### config.mk
export PLATFORM = sky130hd
export DESIGN_NAME = mem_port_arbiter
export DESIGN_NICKNAME = d
export VERILOG_FILES = /design/src/rtl/mem_arb_pkg.sv /design/src/rtl/mem_arb_sat_cnt.sv /design/src/rtl/mem_port_arbiter.sv
export SDC_FILE = /design/constraint.sdc
export NUM_CORES = 1
export LEC_CHECK = 0
export CAP_MARGIN = 20
export CELL_PAD_IN_SITES_DETAIL_PLACEMENT = 1
export CELL_PAD_IN_SITES_GLOBAL_PLACEMENT = 1
export CORE_UTILIZATION = 31
export DETAILED_ROUTE_END_ITERATION = 10
export GPL_ROUTABILITY_DRIVEN = 0
export MAX_ROUTING_LAYER = met4
export PLACE_DENSITY_LB_ADDON = 0.1
export REMOVE_ABC_BUFFERS = 1
export SLEW_MARGIN = 30
export SYNTH_ARGS = -nofsm -noshare
export SYNTH_HDL_FRONTEND = slang
export SYNTH_SLANG_ARGS = --single-unit
### constraint.sdc
create_clock -name clk_i -period 2.1 [get_ports clk_i]
set_input_delay 0.315 -clock clk_i [delete_from_list [all_inputs] [get_ports clk_i]]
set_output_delay 0.315 -clock clk_i [all_outputs]
set_load 0.02 [all_outputs]
### src/rtl/mem_arb_pkg.sv
// Shared types for the memory port arbiter: FSM state encoding, grant
// selector and the starvation counter width.
package mem_arb_pkg;

  typedef enum logic [2:0] {
    IDLE   = 3'd0,
    BUSY_D = 3'd1,
    BUSY_I = 3'd2,
    RESP_D = 3'd3,
    RESP_I = 3'd4
  } arb_state_t;

  typedef enum logic {
    GNT_D = 1'b0,
    GNT_I = 1'b1
  } grant_t;

  // STARVE_LIMIT is at most 15, so four bits always hold it.
  localparam int unsigned STARVE_CNT_W = 4;

endpackage

### src/rtl/mem_arb_sat_cnt.sv
// Saturating up-counter with synchronous clear. Clear wins over increment;
// the count sticks at LIMIT once reached.
module mem_arb_sat_cnt #(
  parameter int unsigned       WIDTH = 4,
  parameter logic [WIDTH-1:0]  LIMIT = '1
) (
  input  logic             clk_i,
  input  logic             rst_ni,
  input  logic             inc_i,
  input  logic             clr_i,
  output logic [WIDTH-1:0] cnt_o
);

  // Count register: clear, else increment until LIMIT.
  // NOTE: state registers use non-blocking assignments so every flop samples
  // pre-edge values regardless of process evaluation order.
  always_ff @(posedge clk_i or negedge rst_ni) begin
    if (!rst_ni) begin
      cnt_o <= '0;
    end else if (clr_i) begin
      cnt_o <= '0;
    end else if (inc_i && (cnt_o < LIMIT)) begin
      cnt_o <= cnt_o + WIDTH'(1);
    end
  end

endmodule

### src/rtl/mem_port_arbiter.sv
// Arbiter sharing the single external memory port between instruction fetch
// and the MEM-stage data access. Data has priority; fetch is forced after
// STARVE_LIMIT consecutive data grants made while fetch was waiting.
// Optional feature macro: MEM_ARB_PERF_EN adds perf_dwait_o / perf_iwait_o
// wait-cycle counters.
module mem_port_arbiter
  import mem_arb_pkg::*;
#(
  parameter int unsigned ADDR_W       = 32,
  parameter int unsigned DATA_W       = 32,
  parameter int unsigned STARVE_LIMIT = 4
) (
  input  logic                clk_i,
  input  logic                rst_ni,
  // fetch side
  input  logic                ireq_i,
  input  logic [ADDR_W-1:0]   iaddr_i,
  output logic                iready_o,
  output logic [DATA_W-1:0]   irdata_o,
  // data side
  input  logic                dreq_i,
  input  logic                dwe_i,
  input  logic [ADDR_W-1:0]   daddr_i,
  input  logic [DATA_W-1:0]   dwdata_i,
  input  logic [DATA_W/8-1:0] dwstrb_i,
  output logic                dready_o,
  output logic [DATA_W-1:0]   drdata_o,
  // memory port
  output logic                mem_req_o,
  output logic                mem_we_o,
  output logic [ADDR_W-1:0]   mem_addr_o,
  output logic [DATA_W-1:0]   mem_wdata_o,
  output logic [DATA_W/8-1:0] mem_wstrb_o,
  input  logic                mem_ack_i,
  input  logic [DATA_W-1:0]   mem_rdata_i
`ifdef MEM_ARB_PERF_EN
  ,
  output logic [31:0]         perf_dwait_o,
  output logic [31:0]         perf_iwait_o
`endif
);

  localparam logic [STARVE_CNT_W-1:0] STARVE_MAX = STARVE_CNT_W'(STARVE_LIMIT);

  arb_state_t              state_q, state_d;
  logic                    gnt_en;
  grant_t                  gnt_sel;
  logic [STARVE_CNT_W-1:0] starve_cnt;
  logic                    starve_inc, starve_clr;

  logic                    we_q;
  logic [ADDR_W-1:0]       addr_q;
  logic [DATA_W-1:0]       wdata_q;
  logic [DATA_W/8-1:0]     wstrb_q;
  logic [DATA_W-1:0]       drdata_q, irdata_q;

  // State register.
  always_ff @(posedge clk_i or negedge rst_ni) begin
    if (!rst_ni) begin
      state_q <= IDLE;
    end else begin
      state_q <= state_d;
    end
  end

  // Next-state and grant decision; grants happen only in IDLE.
  // NOTE: every signal assigned here gets a default first, so no path leaves
  // it unassigned and no latch is inferred.
  always_comb begin
    state_d = state_q;
    gnt_en  = 1'b0;
    gnt_sel = GNT_D;
    unique case (state_q)
      IDLE: begin
        if (dreq_i && ((starve_cnt < STARVE_MAX) || !ireq_i)) begin
          state_d = BUSY_D;
          gnt_en  = 1'b1;
          gnt_sel = GNT_D;
        end else if (ireq_i) begin
          state_d = BUSY_I;
          gnt_en  = 1'b1;
          gnt_sel = GNT_I;
        end
      end
      BUSY_D:  if (mem_ack_i) state_d = RESP_D;
      BUSY_I:  if (mem_ack_i) state_d = RESP_I;
      RESP_D,
      RESP_I:  state_d = IDLE;
      default: state_d = IDLE;
    endcase
  end

  // Outputs decoded from state and the latched transaction only, so nothing
  // on the memory port depends combinationally on the request inputs.
  always_comb begin
    mem_req_o   = (state_q == BUSY_D) || (state_q == BUSY_I);
    mem_we_o    = we_q;
    mem_addr_o  = addr_q;
    mem_wdata_o = wdata_q;
    mem_wstrb_o = wstrb_q;
    dready_o    = (state_q == RESP_D);
    iready_o    = (state_q == RESP_I);
    drdata_o    = drdata_q;
    irdata_o    = irdata_q;
  end

  // Capture the granted requester's fields; a fetch is always a plain read.
  // NOTE: these datapath flops are reset too, because their values are
  // visible on the memory port outputs straight out of reset.
  always_ff @(posedge clk_i or negedge rst_ni) begin
    if (!rst_ni) begin
      we_q    <= 1'b0;
      addr_q  <= '0;
      wdata_q <= '0;
      wstrb_q <= '0;
    end else if (gnt_en) begin
      if (gnt_sel == GNT_D) begin
        we_q    <= dwe_i;
        addr_q  <= daddr_i;
        wdata_q <= dwdata_i;
        wstrb_q <= dwstrb_i;
      end else begin
        we_q    <= 1'b0;
        addr_q  <= iaddr_i;
        wdata_q <= '0;
        wstrb_q <= '0;
      end
    end
  end

  // Load / fetch data registers; a store leaves drdata untouched.
  always_ff @(posedge clk_i or negedge rst_ni) begin
    if (!rst_ni) begin
      drdata_q <= '0;
      irdata_q <= '0;
    end else if (mem_ack_i) begin
      if (state_q == BUSY_D && !we_q) drdata_q <= mem_rdata_i;
      if (state_q == BUSY_I)          irdata_q <= mem_rdata_i;
    end
  end

  // Starvation tracking: count data grants taken while fetch waits.
  always_comb begin
    starve_inc = gnt_en && (gnt_sel == GNT_D) && ireq_i;
    starve_clr = (gnt_en && (gnt_sel == GNT_I)) || ((state_q == IDLE) && !ireq_i);
  end

  mem_arb_sat_cnt #(
    .WIDTH (STARVE_CNT_W),
    .LIMIT (STARVE_MAX)
  ) u_starve_cnt (
    .clk_i  (clk_i),
    .rst_ni (rst_ni),
    .inc_i  (starve_inc),
    .clr_i  (starve_clr),
    .cnt_o  (starve_cnt)
  );

`ifdef MEM_ARB_PERF_EN
  // Wait-cycle counters: requester asserted but not yet answered.
  mem_arb_sat_cnt #(
    .WIDTH (32)
  ) u_perf_dwait (
    .clk_i  (clk_i),
    .rst_ni (rst_ni),
    .inc_i  (dreq_i && !dready_o),
    .clr_i  (1'b0),
    .cnt_o  (perf_dwait_o)
  );

  mem_arb_sat_cnt #(
    .WIDTH (32)
  ) u_perf_iwait (
    .clk_i  (clk_i),
    .rst_ni (rst_ni),
    .inc_i  (ireq_i && !iready_o),
    .clr_i  (1'b0),
    .cnt_o  (perf_iwait_o)
  );
`endif

endmodule

Word-level counts from Yosys, hierarchy flattened
Cells that the tools add are included.
{"block": "word_totals", "ff_bits": 140, "in_bits": 138, "elab_cells": 51}
{"block": "op_classes", "add_sub_neg": 1, "n_lt_le_gt_ge": 1, "n_eq_ne": 7, "muxes": 16, "bitwise_logic": 1, "reduce_logical": 17}
{"cell": "2-to-1 mux 32 bit", "count": 2}
{"cell": "2-to-1 mux 3 bit", "count": 4}
{"cell": "2-to-1 mux 4 bit", "count": 3}
{"cell": "case mux 3 bit (3 select lines)", "count": 1}
{"cell": "logical AND 1 bit", "count": 7}
{"cell": "== test 3 x 2 -> 1 bit (second input constant)", "count": 2}
{"cell": "2-to-1 mux 1 bit", "count": 6}
{"cell": "adder 4 x 1 -> 4 bit (second input constant)", "count": 1}
{"cell": "< comparator 4 x 3 -> 1 bit (second input constant)", "count": 1}
{"cell": "!= test 2 bit (second input constant)", "count": 2}
{"cell": "AND reduction 2 bit", "count": 2}
{"cell": "== test 3 x 1 -> 1 bit (second input constant)", "count": 1}
{"cell": "== test 3 bit (second input constant)", "count": 1}
{"cell": "zero test 3 bit", "count": 1}
{"cell": "logical OR 1 bit", "count": 3}
{"cell": "!= test 3 bit (second input constant)", "count": 1}
{"cell": "AND reduction 3 bit", "count": 1}
{"cell": "zero test 1 bit", "count": 2}
{"cell": "nonzero test 2 bit", "count": 1}
{"cell": "inverter 1 bit", "count": 1}

Longest topological paths before layout
Gate-level depths: netlist of the first run.
{"block": "depth", "word_depth": 11, "mapped_depth": 6, "ltp_nobuf": 3}

Modules after synthesis
Synthesis of the first run repeated with hierarchy kept, for this count alone.
{"block": "hier_totals", "cells_unflattened": 447, "hier_area_um2": 5924.4}
{"mod": "mem_port_arbiter", "instances": 1, "cells_per_inst": 431, "area_each_um2": 5726.7, "seq_area_each_um2": 3403.3}
{"mod": "mem_arb_sat_cnt", "instances": 1, "cells_per_inst": 16, "area_each_um2": 197.7, "seq_area_each_um2": 100.1}

Worst setup path before layout of the first run
Ideal clock, no wire load.
{"block": "synth_timing", "path_kind": "register to register", "start": "register state_q[1]", "end": "register drdata_q[10] (netlist: drdata_o[10])", "setup_time_ps": 125, "arrival_ps": 1418, "setup_slack_ps": 557, "path_stages_with_launch": 5, "synth_period_minus_slack_ps": 1543, "cell_sequence": "dfrtp_1 buf_4 nor4_4 buf_4 mux2_2"}
{"block": "synth_via", "elab_chain_cells": 3}
{"element": "start: declaration", "line": "mem_port_arbiter.sv:45", "text": "arb_state_t state_q, state_d;"}
{"element": "start signal: assignment", "line": "mem_port_arbiter.sv:62", "text": "state_q <= state_d;"}
{"element": "== test 3 x 1 -> 1 bit", "line": "mem_port_arbiter.sv:137", "text": "if (state_q == BUSY_D && !we_q) drdata_q <= mem_rdata_i;"}
{"element": "logical AND 1 bit", "line": "mem_port_arbiter.sv:137"}
{"element": "AND reduction 2 bit (no line)"}
{"element": "end signal: assignment", "line": "mem_port_arbiter.sv:137"}
{"element": "end: declaration", "line": "mem_port_arbiter.sv:55", "text": "logic [DATA_W-1:0] drdata_q, irdata_q;"}
No other way between the ends.
A chain may end at the register's enable or synchronous reset.

Worst setup path in the final report of the first run
{"block": "layout_timing", "start": "register state_q[1]", "end": "output port mem_req_o"}
{"block": "layout_via", "elab_chain_cells": 2, "word_cells_on_any_way": 3}
{"element": "== test 3 x 1 -> 1 bit / == test 3 x 2 -> 1 bit (equally long branches)", "line": "mem_port_arbiter.sv:96", "text": "mem_req_o = (state_q == BUSY_D) || (state_q == BUSY_I);"}
{"element": "logical OR 1 bit (*)", "line": "mem_port_arbiter.sv:96"}
{"element": "end: declaration", "line": "mem_port_arbiter.sv:29", "text": "output logic mem_req_o,"}
Mark *: on every way between the ends. The rest lies on a longest branch, timed or not.

==> metrics.cfg, run 1 <==
[timing]
tns_ns=0
timing.final.crit_period_ns=1.850
hold_viol_final=0
fin_hold_ws_ns=0.4391
relSlewSlack_pct=63.40
tightestPinTransition_ns=0.5491
rsz0062_at_grt=no
fin_skew_ns=0.01136
drv_slew=0
fmax_mhz=540.5
period_share_pct=88.10
finalSetupViolations=0

[layout]
nets=786
final_cell_mix=clkdlybuf4s50_1, dfrtp_1, mux2_2, a22o_1, o21bai_1
layout_commonest_cell=clkdlybuf4s50_1
stdcell_area_um2=9210
n_antenna_cell=0
syn_to_final_growth_pct=65.27
drive_gt1_share_pct=21.36
final_cell_count_no_fill=885

[worst_setup_path]
critPathKind=reg2out
crit_required_ns=1.78
cp-end-kind=primary output
critical_path_arrival_ns=1.54
critical-path-max-stage-delay_ns=0.50
crit_path_top_delay_cell=dfrtp_2
path_max_fanout=10
start_kind=flip-flop
cp_cell_sequence=xnor2_1 > nor2_1 > dlygate4sd2_1

[route]
wire_per_inst_um=19.53
ant_nets=0
wl_um=17280
vias=4335
drc=0
drt_first_pass_iters=4
drtIter0Drc=106
via_per_inst=4.898

[clock_tree]
clockBufferDepth=2
cts-root-buf=clkbuf_16
htreeDepth=4
clock-sinks=140
clk_pin_slew_ns=0.06
cts_tree=built
cts_made_buffers=17
clkLatencyLatePin_ns=0.41

[global_routing]
grt.overflow.total=0
grt_max_degree=59
track_usage_pct=19.66
antenna_found_initial=0
grt_pass1_vias=4837
grt_pass1_wl_um=26640

[synth]
synth_top_family_by_area=compound AO/OA/AOI/OAI gates
synth_compound_area_share_pct=17.31
synth.largest_area_cell=dfrtp_1
synthSimpleGateAreaFrac_pct=3.053
muxShareOfSynthArea_pct=12.93
netlist-cell-type-count=34
synth_seq_cells=140
synthTopCellsByArea=dfrtp_1, mux2_2, a22o_1
synth_top_area_share_pct=62.86
synth_adder_area_share_pct=0.2245
ys_seq_area_share_pct=62.86
avgSynthCellArea_um2=15.14
netlist_area_um2=5573
syn_inst=368
yosysWarningCount=0
synth_xor_area_share_pct=0.1572

[power_and_ir_drop]
power.leakage_nw=3.815
p_per_area_nw_per_um2=1631
peakVddDrop_mv=0.6379

[die]
dieArea_um2=18520
pin_count=274
placementRows=48
core_um2=17420
die_w_um=136.1
start_util_pct=32.00
fp.dieH_um=136.1

[min_path]
hold_class=in2async

[run_status]
status=finished, final reports clean

[placed_design]
postPlaceCellArea_um2=8605
dp.cells=852
port_buffers=273
hpwlAfterDp_um=11980

[job]
cap_violations=0

-- synth_stat cells, drive strengths merged --
| master | number |
|---|---|
| a22o | 37 |
| mux2 | 64 |
| o221a | 32 |
| nor3b | 1 |
| buf | 23 |
| nor2b | 1 |
| o21ai | 3 |
| o21bai | 32 |
| a211oi | 1 |
| nand2 | 8 |
| ha | 1 |
| nand3 | 4 |
| nor3 | 3 |
| a2111oi | 1 |
| or3 | 1 |
| nor2 | 2 |
| nor4bb | 1 |
| a21oi | 1 |
| or3b | 1 |
| and3b | 1 |
| xnor2 | 1 |
| clkbuf | 6 |
| nor4 | 1 |
| and2 | 1 |
| and3 | 1 |
| dfrtp | 140 |
-- power by group --
group,leakage [nW],internal (W),switching (W)
Combinational,1.86,0.00385,0.00345
Clock,0.279,0.00181,0.00121
Sequential,1.68,0.00397,0.000737
-- area by class of cell --
type                    count  area [µm²]
flip-flops and latches    140        3506
well taps                 225       281.5
multi-input cells         199        1886
clock inverters            13       153.9
clock buffers              19       442.9
fillers                  1704        8207
repair buffers            289        2940
-- sequential cells by signal, summed over array words and instances, names as in the netlist --
register            flops
irdata_o               32
mem_we_o                1
state_q                 3
mem_wstrb_o             4
mem_addr_o             32
u_starve_cnt.cnt_o      4
drdata_o               32
mem_wdata_o            32
-- timing repair --
item	4_1_cts	5_1_grt
endpoints found under the hold margin	53	0
gates resized for setup	5	0
setup endpoints to repair	3	0
setup buffers	0	0
hold buffers	1	0
-- through the flow --
step	utilization (%)	power, W	worst slack, ns
4_1_cts	52.88	0.01525	0.2053
3_3_place_gp	49.40	0.01192	0.2057
2_1_floorplan	-	0.008330	-0.3678
5_1_grt	52.88	0.01584	0.1674
6_report	52.88	0.01502	0.2499
3_5_place_dp	49.40	0.01211	0.1733
-- path summary, 6_finish.rpt --
check | startpoint | end | slack (ns) | depth (start not counted)
max | state_q[1] | mem_req_o | 0.25 | 3
min | rst_ni | mem_wdata_o[12] | 0.44 | 2
max reg2reg | state_q[0] | mem_addr_o[7] | 0.41 | 4
min reg2reg | drdata_o[4] | drdata_o[4] | 0.49 | 1
max in group asynchronous | rst_ni | drdata_o[11] | 0.98 | 3
min in group clk_i | drdata_o[4] | drdata_o[4] | 0.49 | 1
-- worst max-delay path: cells and delay by family, from the launching register on --
kind                   cells  cell delay [ns]
buffers and inverters      1             0.38
XOR/XNOR                   1             0.16
AND/OR/NAND/NOR            1             0.08
flip-flops                 1             0.50
-- cell families (layout without fill, tap and decap cells) --
kind of cell               Yosys count  count (layout)
DFF                                140             140
AOI/OAI and AO/OA                  107             107
muxes                               64              64
buffers and inverters               29             321
and+or+nand+nor                     26              26
adders and majority gates            1               1
xor gates and xnor gates             1               1
-- per-layer routing --
metal / vias up / routed length, µm / GRT usage (%)
li1: 1959 / - / -
met1: 2183 / 6916 / 22.51
met2: 177 / 8892 / 32.99
met3: 16 / 1209 / 5.630
met4: 0 / 262 / 6.358
met5: - / 0 / -
No activity file was read; power rests on OpenSTA's default activity.
==> run 2, diff against run 1 <==
--- a/config.mk
+++ b/config.mk
@@ -10,9 +10,9 @@
 export CELL_PAD_IN_SITES_GLOBAL_PLACEMENT = 1
 export CORE_UTILIZATION = 31
 export DETAILED_ROUTE_END_ITERATION = 10
-export GPL_ROUTABILITY_DRIVEN = 0
 export MAX_ROUTING_LAYER = met4
 export PLACE_DENSITY_LB_ADDON = 0.1
+export RECOVER_POWER = 100
 export REMOVE_ABC_BUFFERS = 1
 export SLEW_MARGIN = 30
 export SYNTH_ARGS = -nofsm -noshare
==> run 2 against run 1 <==
  * Cell area is 0.49% lower
  * Total power is 3.5% lower
  * Critical path depth is 1 higher
  * Clock power hardly changed
  * Non-clock buffer count stayed put
  * Sequential cell count stayed put
  * Setup slack worse by 0.018 ns
==> metrics.cfg, run 2 (synthesized netlist as in run 1, its figures left out) <==
[run_status]
status=finished, final reports clean

[route]
via_per_inst=4.890
drc=0
ant_nets=0
drt_first_pass_iters=4
wl_um=17200
wire_per_inst_um=19.43
drtIter0Drc=103
vias=4328

[timing]
relSlewSlack_pct=42.03
fin_skew_ns=0.01139
rsz0062_at_grt=no
finalSetupViolations=0
tns_ns=0
fmax_mhz=535.2
drv_slew=0
hold_viol_final=0
timing.final.crit_period_ns=1.868
tightestPinTransition_ns=0.8695
period_share_pct=88.98

[layout]
final_cell_mix=dfrtp_1, dlygate4sd3_1, clkdlybuf4s50_1, mux2_2, a22o_1
nets=786
layout_commonest_cell=dfrtp_1
multi_input_area_um2=1886
fillCellCount=1711
drive_gt1_share_pct=20.61
final_cell_count_no_fill=885
seqCellArea_um2=3506
n_antenna_cell=0
syn_to_final_growth_pct=64.46

[worst_setup_path]
path_max_fanout=33
critPathKind=reg2reg
start_kind=flip-flop
crit_required_ns=2.39
rr_worst_depth=4
cp-end-kind=flip-flop
reg2reg_to=irdata_o[31]
reg2reg_from=state_q[2]
critical_path_arrival_ns=2.16
r2r_slack_ns=0.23

[clock_tree]
clkLatencyLatePin_ns=0.41
clockBufferDepth=2
clock-sinks=140
htreeDepth=4
post_cts_buffers=0
clk_pin_slew_ns=0.06
cts_made_buffers=17
cts_tree=built
cts-root-buf=clkbuf_16

[global_routing]
grt_pass1_wl_um=26640
grt_max_degree=59
track_usage_pct=19.66
grt_pass1_vias=4837
antenna_found_initial=0
grt.overflow.total=0

[die]
start_util_pct=32.00
dieArea_um2=18520
placementRows=48
pin_count=274
fp.dieH_um=136.1
die_w_um=136.1
core_um2=17420

[placed_design]
port_buffers=273
dp.cells=852
hpwlAfterDp_um=11980
place_congestion=0.7763

[power_and_ir_drop]
peakVddDrop_mv=0.6336
power_w=0.01449
p_per_area_nw_per_um2=1581
power.leakage_nw=3.877

[job]
cap_violations=0

[min_path]
hold_class=in2async

run 2: cell count changes in the layout (fill, tap and decap cells not counted), sizes merged:
| cell | change |
|---|---|
| dlygate4sd3 | +134 |
| buf | -7 |
| clkbuf | +7 |
| clkdlybuf4s50 | -134 |
run 2: report_power, final:
part           switching [W]  internal [W]  total, W
Combinational        0.00344       0.00338   0.00683
Clock                0.00121       0.00181   0.00302
Sequential          0.000681       0.00396   0.00464
Total                0.00534       0.00915    0.0145
run 2: area by class of cell:
class,instances,share of cell area [%]
repair buffers,289,31.59
multi-input cells,199,20.57
flip-flops and latches,140,38.25
well taps,225,3.072
clock inverters,13,1.679
clock buffers,19,4.833
run 2: critical path, cell delays in order, from the launching register on:
cell	delay, ns
dfrtp_1	0.40
clkbuf_1	0.24
nor3_4	0.20
clkbuf_4	0.49
mux2_2	0.40
run 2: worst max-delay path by stage:
stage	cells past startpoint	endpoint	slack, ns	startpoint
floorplan	3	irdata_o[0]	-0.37	state_q[1]
global placement	5	drdata_o[29]	0.21	mem_ack_i
detailed placement	5	drdata_o[12]	0.17	mem_ack_i
CTS	2	iready_o	0.21	state_q[0]
global route	4	irdata_o[31]	0.13	state_q[2]
finish	4	irdata_o[31]	0.23	state_q[2]
run 2: repair_timing:
item | in CTS | in global routing
hold buffers | 1 | 0
setup endpoints to repair | 3 | 0
resized for setup | 5 | 0
hold endpoints to repair | 53 | 0
run 2: per-layer routing:
layer	wire (µm)	global-route usage, %
met4	266	6.358
met3	1151	5.630
met5	0	-
met1	6961	22.51
met2	8818	32.99
run 2: stage by stage:
stage | instance area [µm²] | utilization [%] | hold slack, ns | setup WS, ns
2_1_floorplan | 5380 | - | 0.01941 | -0.3678
3_3_place_gp | 8605 | 49.40 | 0.3188 | 0.2057
3_5_place_dp | 8605 | 49.40 | 0.3276 | 0.1733
4_1_cts | 9210 | 52.88 | 0.4493 | 0.2053
5_1_grt | 9165 | 52.62 | 0.4744 | 0.1313
6_report | 9165 | 52.62 | 0.4310 | 0.2315
==> run 3, diff against run 2 <==
--- a/config.mk
+++ b/config.mk
@@ -14,7 +14,7 @@
 export PLACE_DENSITY_LB_ADDON = 0.1
 export RECOVER_POWER = 100
 export REMOVE_ABC_BUFFERS = 1
-export SLEW_MARGIN = 30
+export SLEW_MARGIN = 20
 export SYNTH_ARGS = -nofsm -noshare
 export SYNTH_HDL_FRONTEND = slang
 export SYNTH_SLANG_ARGS = --single-unit
==> results of run 3 <==
No change in the layout: final DEF, timing and power equal those of run 2.
